**config.mk**
```make
export PLATFORM = sky130hd
export DESIGN_NAME = alu_rs_scheduler
export DESIGN_NICKNAME = d
export VERILOG_FILES = /design/src/rtl/alu_rs_scheduler.sv
export SDC_FILE = /design/constraint.sdc
export NUM_CORES = 2
export LEC_CHECK = 0
export ABC_AREA = 0
export CAP_MARGIN = 10
export CORE_MARGIN = 3
export CORE_UTILIZATION = 60
export CTS_BUF_LIST = sky130_fd_sc_hd__clkbuf_4
export CTS_CLUSTER_DIAMETER = 40
export DETAILED_ROUTE_END_ITERATION = 12
export GPL_TIMING_DRIVEN = 0
export PLACE_DENSITY = 0.8
export RECOVER_POWER = 100
export SKIP_CTS_REPAIR_TIMING = 1
export SYNTH_ARGS = -nofsm -noshare
export SYNTH_HDL_FRONTEND = slang
export SYNTH_SLANG_ARGS = --single-unit
```
**constraint.sdc**
```tcl
create_clock -name clk -period 7.3 [get_ports clk]
set_input_delay 1.825 -clock clk [delete_from_list [all_inputs] [get_ports clk]]
set_output_delay 1.825 -clock clk [all_outputs]
set_load 0.01 [all_outputs]
```
**src/rtl/alu_rs_scheduler.sv**
```systemverilog
// alu_rs_scheduler: ALU reservation station with CDB wakeup and single-issue dispatch.
// ALU_RS_OLDEST_FIRST_EN selects by age rank instead of lowest index.
module alu_rs_scheduler #(
  parameter int ENTRIES = 8,
  parameter int TAG_W   = 4,
  parameter int OP_W    = 6,
  parameter int DATA_W  = 32
) (
  input  logic              clk,
  input  logic              rst,
  input  logic              flush,
  input  logic              issue_valid,
  input  logic [OP_W-1:0]   issue_op,
  input  logic [DATA_W-1:0] issue_v1,
  input  logic [DATA_W-1:0] issue_v2,
  input  logic [TAG_W-1:0]  issue_q1,
  input  logic [TAG_W-1:0]  issue_q2,
  input  logic              issue_b1,
  input  logic              issue_b2,
  input  logic [DATA_W-1:0] issue_imm,
  input  logic [DATA_W-1:0] issue_pc,
  input  logic [TAG_W-1:0]  issue_tag,
  output logic              rs_full,
  input  logic              cdb_valid,
  input  logic [TAG_W-1:0]  cdb_tag,
  input  logic [DATA_W-1:0] cdb_data,
  output logic              alu_valid,
  output logic [OP_W-1:0]   alu_op,
  output logic [DATA_W-1:0] alu_v1,
  output logic [DATA_W-1:0] alu_v2,
  output logic [DATA_W-1:0] alu_imm,
  output logic [DATA_W-1:0] alu_pc,
  output logic [TAG_W-1:0]  alu_tag
);
  localparam int IW = $clog2(ENTRIES);
  logic [ENTRIES-1:0] r_busy, r_b1, r_b2;
  logic [OP_W-1:0]    r_op  [ENTRIES];
  logic [DATA_W-1:0]  r_v1  [ENTRIES];
  logic [DATA_W-1:0]  r_v2  [ENTRIES];
  logic [DATA_W-1:0]  r_imm [ENTRIES];
  logic [DATA_W-1:0]  r_pc  [ENTRIES];
  logic [TAG_W-1:0]   r_q1  [ENTRIES];
  logic [TAG_W-1:0]   r_q2  [ENTRIES];
  logic [TAG_W-1:0]   r_tag [ENTRIES];
  logic [ENTRIES-1:0] w_ready;
  logic               w_any, w_issue, w_fwd1, w_fwd2;
  logic [IW-1:0]      w_sel, w_free;
`ifdef ALU_RS_OLDEST_FIRST_EN
  logic [IW-1:0]      r_rank [ENTRIES];
  logic [IW-1:0]      w_cnt;
`endif
  assign rs_full = &r_busy;
  assign w_ready = r_busy & ~r_b1 & ~r_b2;
  assign w_issue = issue_valid && !rs_full;
  assign w_fwd1  = issue_b1 && cdb_valid && issue_q1 == cdb_tag;
  assign w_fwd2  = issue_b2 && cdb_valid && issue_q2 == cdb_tag;
  always_comb begin
    w_any  = 1'b0;
    w_sel  = '0;
    w_free = '0;
    for (int i = ENTRIES - 1; i >= 0; i--)
      if (!r_busy[i]) w_free = IW'(i);
`ifdef ALU_RS_OLDEST_FIRST_EN
    for (int i = 0; i < ENTRIES; i++)
      if (w_ready[i] && (!w_any || r_rank[i] < r_rank[w_sel])) begin
        w_any = 1'b1;
        w_sel = IW'(i);
      end
    w_cnt = '0;
    for (int i = 0; i < ENTRIES; i++)
      if (r_busy[i] && !(w_any && w_sel == IW'(i))) w_cnt = w_cnt + IW'(1);
`else
    for (int i = ENTRIES - 1; i >= 0; i--)
      if (w_ready[i]) begin
        w_any = 1'b1;
        w_sel = IW'(i);
      end
`endif
  end
  // Payload storage needs no reset: an entry is only meaningful while busy.
  always_ff @(posedge clk) begin
    for (int i = 0; i < ENTRIES; i++) begin
      if (cdb_valid && r_b1[i] && r_q1[i] == cdb_tag) begin
        r_v1[i] <= cdb_data;
        r_b1[i] <= 1'b0;
      end
      if (cdb_valid && r_b2[i] && r_q2[i] == cdb_tag) begin
        r_v2[i] <= cdb_data;
        r_b2[i] <= 1'b0;
      end
`ifdef ALU_RS_OLDEST_FIRST_EN
      if (w_any && r_rank[i] > r_rank[w_sel]) r_rank[i] <= r_rank[i] - IW'(1);
`endif
    end
    if (w_issue) begin
      r_op[w_free]  <= issue_op;
      r_v1[w_free]  <= w_fwd1 ? cdb_data : issue_v1;
      r_v2[w_free]  <= w_fwd2 ? cdb_data : issue_v2;
      r_b1[w_free]  <= issue_b1 && !w_fwd1;
      r_b2[w_free]  <= issue_b2 && !w_fwd2;
      r_q1[w_free]  <= issue_q1;
      r_q2[w_free]  <= issue_q2;
      r_imm[w_free] <= issue_imm;
      r_pc[w_free]  <= issue_pc;
      r_tag[w_free] <= issue_tag;
`ifdef ALU_RS_OLDEST_FIRST_EN
      r_rank[w_free] <= w_cnt;
`endif
    end
  end
  always_ff @(posedge clk or posedge rst) begin
    if (rst) begin
      r_busy    <= '0;
      alu_valid <= 1'b0;
      alu_op    <= '0;
      alu_v1    <= '0;
      alu_v2    <= '0;
      alu_imm   <= '0;
      alu_pc    <= '0;
      alu_tag   <= '0;
    end else if (flush) begin
      r_busy    <= '0;
      alu_valid <= 1'b0;
    end else begin
      alu_valid <= w_any;
      if (w_any) begin
        r_busy[w_sel] <= 1'b0;
        alu_op        <= r_op[w_sel];
        alu_v1        <= r_v1[w_sel];
        alu_v2        <= r_v2[w_sel];
        alu_imm       <= r_imm[w_sel];
        alu_pc        <= r_pc[w_sel];
        alu_tag       <= r_tag[w_sel];
      end
      if (w_issue) r_busy[w_free] <= 1'b1;
    end
  end
endmodule

```
# After elaboration in Yosys (flattened, before gate mapping)
# Memories as Yosys holds them, arrays and structs flattened. A register that Yosys moved wholly into a read port is not among the register bits.
# Cells that the tools add are included.
dict set report totals {
  mem_count 8
  output_inout_bits 140
  rom_bits 0
  inputBits 189
  regBits 25
  latch_bits 0
  ram_bits 1168
  elab_cells 177
}
# name depth width read_ports rd_ports_with_merged_regs write_ports line
set mem_list {}
lappend mem_list {r_imm 8 32 1 1 1 40} ;# logic [DATA_W-1:0] r_imm [ENTRIES];
lappend mem_list {r_pc 8 32 1 1 1 41} ;# logic [DATA_W-1:0] r_pc [ENTRIES];
lappend mem_list {r_v1 8 32 1 1 9 38} ;# logic [DATA_W-1:0] r_v1 [ENTRIES];
lappend mem_list {r_v2 8 32 1 1 9 39} ;# logic [DATA_W-1:0] r_v2 [ENTRIES];
lappend mem_list {r_op 8 6 1 1 1 37} ;# logic [OP_W-1:0] r_op [ENTRIES];
lappend mem_list {r_q1 8 4 8 0 1 42} ;# logic [TAG_W-1:0] r_q1 [ENTRIES];
lappend mem_list {{2 more memories} - - - - - -}
dict set report op_classes {
  shifts 0
  n_bitwise 8
  reduce_logical 46
  addsub 0
  n_div 0
  multipliers 0
  order_cmp 4
  eq_ne 18
  n_mux 89
}
# cell count
set ops {}
lappend ops {{4-bit equality test} 18}
lappend ops {{32-bit 2-to-1 mux} 2}
lappend ops {{1-bit 2-to-1 mux} 61}
lappend ops {{3-bit 2-to-1 mux} 16}
lappend ops {{8-bit 2-to-1 mux} 6}
lappend ops {{1-bit logical AND} 41}
lappend ops {{8-bit bitwise AND} 3}
lappend ops {{8-bit inverter} 3}
lappend ops {{8-bit bitwise mux} 2}
lappend ops {{3-bit by 4-bit less-than comparator with 1-bit output, second input constant} 2}
lappend ops {{8-bit OR} 1}
lappend ops {{8-bit AND reduction} 1}
lappend ops {{1-bit demux with 3-bit select} 2}
lappend ops {{3-bit by 1-bit >= comparator with 1-bit output, second input constant} 2}
lappend ops {{1-bit zero test} 3}
lappend ops {{2-bit AND reduction} 1}
lappend ops {{1-bit inverter} 1}

# Depth between registers and ports, before layout
dict set report depth {
  depth_word 22
  depth_mapped 10
  mapped_depth_nobuf 7
}

# Worst setup path after synthesis
# No wires, ideal clock.
dict set report synth_path {
  kind {input to register}
  from {in cdb_tag[0]}
  to {reg r_b1[5]}
  setup_slack_ns 0.574
  n_path_buf 2
  setup_ns 0.315
  path_stages 6
  arrival_ns 6.410
  t_required_ns 6.985
  path_cell_list {buf_2 > buf_1 > xnor2_1 > nand3_1 > o41ai_1 > o22ai_1}
}
dict set report synth_between {
  elab_chain_cells 6
  word_cells_on_any_way 9
  cone_classes {2 x eq/ne; 3 x mux; 4 x reduce/logical}
}
# element line
set synth_rtl {}
lappend synth_rtl {{from (decl)} 25} ;# input logic [TAG_W-1:0] cdb_tag,
lappend synth_rtl {{4-bit equality test} 55} ;# assign w_fwd1 = issue_b1 && cdb_valid && issue_q1 == cdb_tag;
lappend synth_rtl {{1-bit logical AND} 55}
lappend synth_rtl {{1-bit zero test} 99} ;# r_b1[w_free] <= issue_b1 && !w_fwd1;
lappend synth_rtl {{1-bit logical AND} 99}
lappend synth_rtl {{8-bit bitwise mux} 99}
lappend synth_rtl {{8-bit 2-to-1 mux *} 95} ;# if (w_issue) begin
lappend synth_rtl {{to (signal, indexed assignment)} 99}
lappend synth_rtl {{to (decl)} 36} ;# logic [ENTRIES-1:0] r_busy, r_b1, r_b2;
# Every way passes the cells marked *; elsewhere a longest branch is shown, timed or not.

# Final worst setup path
dict set report layout_path {
  from {in issue_valid}
  to {mem r_imm[2][22], enable pin}
}
dict set report layout_between {
  elab_chain_cells 3
}
# element line
set layout_rtl {}
lappend layout_rtl {{from (decl)} 12} ;# input logic issue_valid,
lappend layout_rtl {{1-bit logical AND} 54} ;# assign w_issue = issue_valid && !rs_full;
lappend layout_rtl {{1-bit 2-to-1 mux} 95}
lappend layout_rtl {{1-bit 2-to-1 mux (implied by the code)} 103} ;# r_imm[w_free] <= issue_imm;
lappend layout_rtl {{to (decl)} 40}
# Every way passes these cells.

==> impl_results.rst <==
.. list-table::
   :header-rows: 1

   * - Metric
     - Value
   * - Run status
     - finished, violations left
   * - Violated checks
     - capacitance limit, slew limit
   * - Gr usage total
     - a little under two fifths
   * - RSZ-0062 raised after global routing
     - false
   * - Synthesized net count
     - 3929
   * - CTS tree
     - done
   * - Finished Core Util
     - a little under three quarters
   * - Final Hold Violating Endpoints
     - 0
   * - Beginning of the worst register-to-register path
     - r_busy[5]
   * - TritonRoute pass-1 iters
     - 9
   * - Post-Place Cell Area
     - 62210 sq um
   * - Predominant post-synthesis flop cell
     - sky130_fd_sc_hd__edfxtp_1
   * - Worst hold margin
     - between 0.4 and 0.5 ns
   * - Total congestion overflow
     - 0
   * - Period utilization
     - about four fifths
   * - Worst hold path cell count
     - 2
   * - Hold Startpoint
     - alu_pc[28]
   * - Worst max-slew margin expressed relative to the limit
     - -157.4%
   * - HPWL after detailed placement
     - 126100 microns
   * - Total via count in the routed design
     - approximately 42000
   * - Type of the worst setup path
     - in2reg
   * - Crit path required time
     - 7.89 ns
   * - Area of the placeable core
     - a little over 90000 sq um
   * - Fraction of layout instances using a drive strength above 1
     - between 20% and 30%
   * - Final instance area
     - 66120 sq um
   * - Reg2reg end
     - r_imm[7][25]
   * - Max IR drop VDD
     - about 0.18 mV
   * - Seq/Total Area, Yosys
     - a little over two thirds
   * - Via count of the first global-routing pass
     - approximately 41000
   * - Die boundary width
     - 312.3 microns
   * - CTS clock-pin slew for the worst setup and hold paths
     - roughly 0.060 ns
   * - Number of register bits inferred by synthesis
     - 1331
   * - Pin count of the biggest net entering global routing
     - 83
   * - Final-layout fill cell count
     - around 6000
   * - Terminating pin of the worst hold path
     - alu_pc[28]
   * - Max-slew violation count
     - roughly 650
   * - Die H
     - between 300 and 400 microns
   * - DRC viols
     - 0
   * - Total of max-cap violations
     - 22
   * - Number of buffers inserted during clock tree synthesis
     - approximately 350
   * - Launching element type of the critical path
     - input port
   * - Overall die area
     - 97510 sq um
   * - Data arrival time of the critical path
     - 6.52 ns
   * - Total wire length
     - approximately 190000 microns
   * - Final worst clock skew
     - 0.1225 ns
   * - Setup slack on the worst flop-to-flop path
     - ~1.6 ns
   * - Warnings, synthesis
     - 0
   * - Final nets
     - 4702
   * - Crit. End Element
     - register
   * - Synthesized netlist cell count
     - around 3700
   * - Post-synth ARST share
     - between 10% and 20%
   * - Quantity of I/O buffers inserted on ports
     - roughly 320
   * - Top-level port count
     - approximately 330
   * - Number of enable-type register cells in the synthesized netlist
     - around 1200
   * - Transition time of the tightest slew-check pin
     - 3.840 ns
   * - Violation count after the first detailed-route iteration
     - about 7600
   * - Number of vias per cell
     - 6.917
   * - Worst slack at placement
     - ~1.7 ns
   * - Clock latency reported for the late side of the worst-skew pair
     - between 1 and 1.5 ns
   * - Starting density of the core
     - 60.93%
   * - Leakage
     - 22.31 nW
   * - Synthesized area divided by synthesized cell count
     - 15.05 sq um
   * - Power per Cell Area
     - ~280 nW/um^2
   * - FP Rows
     - around 110
   * - Maximum fanout encountered on the critical timing path
     - 44
   * - Post-DRT Antenna Nets
     - 0
   * - Total number of clock tree sinks
     - approximately 1300
   * - Min Tclk post-route
     - just under 6 ns
   * - Average wire per standard cell
     - around 31 microns
   * - # setup viols final
     - 0
   * - CTS Buffer Depth
     - 4
   * - Fmax
     - between 0.15 and 0.2 GHz
   * - Synth Cell Area
     - approximately 56000 sq um
   * - Path category of the worst min-delay check
     - reg2reg
   * - Number of antenna violations at the first check in global routing
     - 50
   * - Crit path setup slack, layout
     - approximately 1.4 ns
   * - Library cell used as clock root buffer
     - sky130_fd_sc_hd__clkbuf_4
   * - Gpl congestion
     - between 0.9 and 1
   * - Number of different library cells in the post-synthesis netlist
     - 48
   * - Number of cells traversed by the worst register-to-register path
     - 6
   * - First-pass GRT wire length
     - approximately 270000 microns
   * - H-tree lvl count
     - 5
   * - Signed area change from the synthesized netlist to the final layout
     - 17.48%
how the worst max path moves through the flow:
stage | from | end | slack [ns] | depth (start not counted)
floorplan | cdb_tag[0] | r_b1[5] | 0.57 | 6
global placement | cdb_tag[1] | r_b1[0] | -4.62 | 5
detailed placement | issue_valid | r_v2[6][7] | 1.66 | 7
CTS | r_busy[2] | rs_full | 2.54 | 3
global route | issue_valid | r_imm[2][22] | 1.30 | 6
finish | issue_valid | r_imm[2][22] | 1.36 | 6
flip-flops by register name, summed over array words and instances (netlist names), 48 cells and up:
name,flops
r_imm,256
r_pc,256
r_v1,256
r_v2,256
r_op,48
worst max-delay path: stages:
cell                            delay (ns)
sky130_fd_sc_hd__dlygate4sd3_1        0.63
sky130_fd_sc_hd__nand3_1              0.11
sky130_fd_sc_hd__or2_2                0.10
sky130_fd_sc_hd__clkbuf_1             0.38
sky130_fd_sc_hd__clkinvlp_2           2.01
sky130_fd_sc_hd__clkbuf_2             1.35
routing by layer:
| layer | share of wire, % | vias up | routed length, microns | track usage (%) |
|---|---|---|---|---|
| li1 | - | 16800 | - | - |
| met1 | 33 | 20240 | 63620 | 48.73 |
| met2 | 44 | 4100 | 84020 | 55.99 |
| met3 | 16 | 802 | 30740 | 14.42 |
| met4 | 6.6 | 18 | 12530 | 23.21 |
| met5 | 0.071 | - | 135 | 0 |
layout by cell type, fill, tap and decap left out, types with 139 or more instances in the layout:
| cell type | instances |
|---|---|
| sky130_fd_sc_hd__edfxtp_1 | 1168 |
| sky130_fd_sc_hd__clkbuf_4 | 530 |
| sky130_fd_sc_hd__mux2_2 | 504 |
| sky130_fd_sc_hd__clkbuf_1 | 358 |
| sky130_fd_sc_hd__nand3_1 | 227 |
| sky130_fd_sc_hd__dlygate4sd3_1 | 224 |
| sky130_fd_sc_hd__nand2_1 | 159 |
| sky130_fd_sc_hd__o21ai_0 | 154 |
| sky130_fd_sc_hd__dfrtp_1 | 147 |
| sky130_fd_sc_hd__a221oi_1 | 141 |
| sky130_fd_sc_hd__a22oi_1 | 139 |
Yosys cell counts (51+ instances only):
cell type	number	area (sq um)
sky130_fd_sc_hd__buf_2	73	365.4
sky130_fd_sc_hd__a21oi_1	76	380.4
sky130_fd_sc_hd__dfrtp_1	147	3679
sky130_fd_sc_hd__and4_1	68	595.6
sky130_fd_sc_hd__o2bb2ai_1	69	604.3
sky130_fd_sc_hd__a221oi_1	140	1226
sky130_fd_sc_hd__edfxtp_1	1168	35070
sky130_fd_sc_hd__nor3_1	73	365.4
sky130_fd_sc_hd__a22o_1	68	595.6
sky130_fd_sc_hd__nand3_1	227	1136
sky130_fd_sc_hd__a22oi_1	139	1044
sky130_fd_sc_hd__a222oi_1	68	680.7
sky130_fd_sc_hd__mux2_2	512	5766
sky130_fd_sc_hd__o21ai_0	144	720.7
sky130_fd_sc_hd__clkbuf_1	230	863.3
sky130_fd_sc_hd__xor2_1	51	446.7
sky130_fd_sc_hd__o31ai_1	71	533.0
sky130_fd_sc_hd__nor2_1	96	360.4
sky130_fd_sc_hd__nand2_1	159	596.8
metrics by stage:
stage	instances	power, mW	TNS (ns)
floorplan	3740	10.45	0
global placement	5305	12.02	-2085.91
detailed placement	5406	12.13	0
CTS	6013	18.44	0
global route	6043	18.89	0
finish	6066	18.33	0
cell families after synthesis:
group                     after synthesis  share of synthesized area [%]
DFF                                  1331                          69.43
muxes                                 512                          10.24
and+or+nand+nor                       654                          5.834
AOI/OAI and AO/OA                     812                          10.77
buffers and inverters                 359                          2.603
xor gates and xnor gates               72                          1.121
layout make-up:
class	count	area, sq um	share of cell area [%]
Sequential cell	1331	39070	59.10
Multi-Input combinational cell	2050	15740	23.81
Clock buffer	530	3979	6.018
Timing Repair Buffer	426	3824	5.783
Tap cell	1243	1555	2.352
Buffer	329	1308	1.978
Clock inverter	77	390.4	0.5904
Antenna cell	50	125.1	0.1892
Inverter	30	123.9	0.1873
power by group:
group | total, mW | internal (mW) | switching (mW)
Combinational | 2.54 | 1.14 | 1.40
Sequential | 9.31 | 8.87 | 0.443
Clock | 6.48 | 3.40 | 3.08
(Power assumes the default switching activity.)
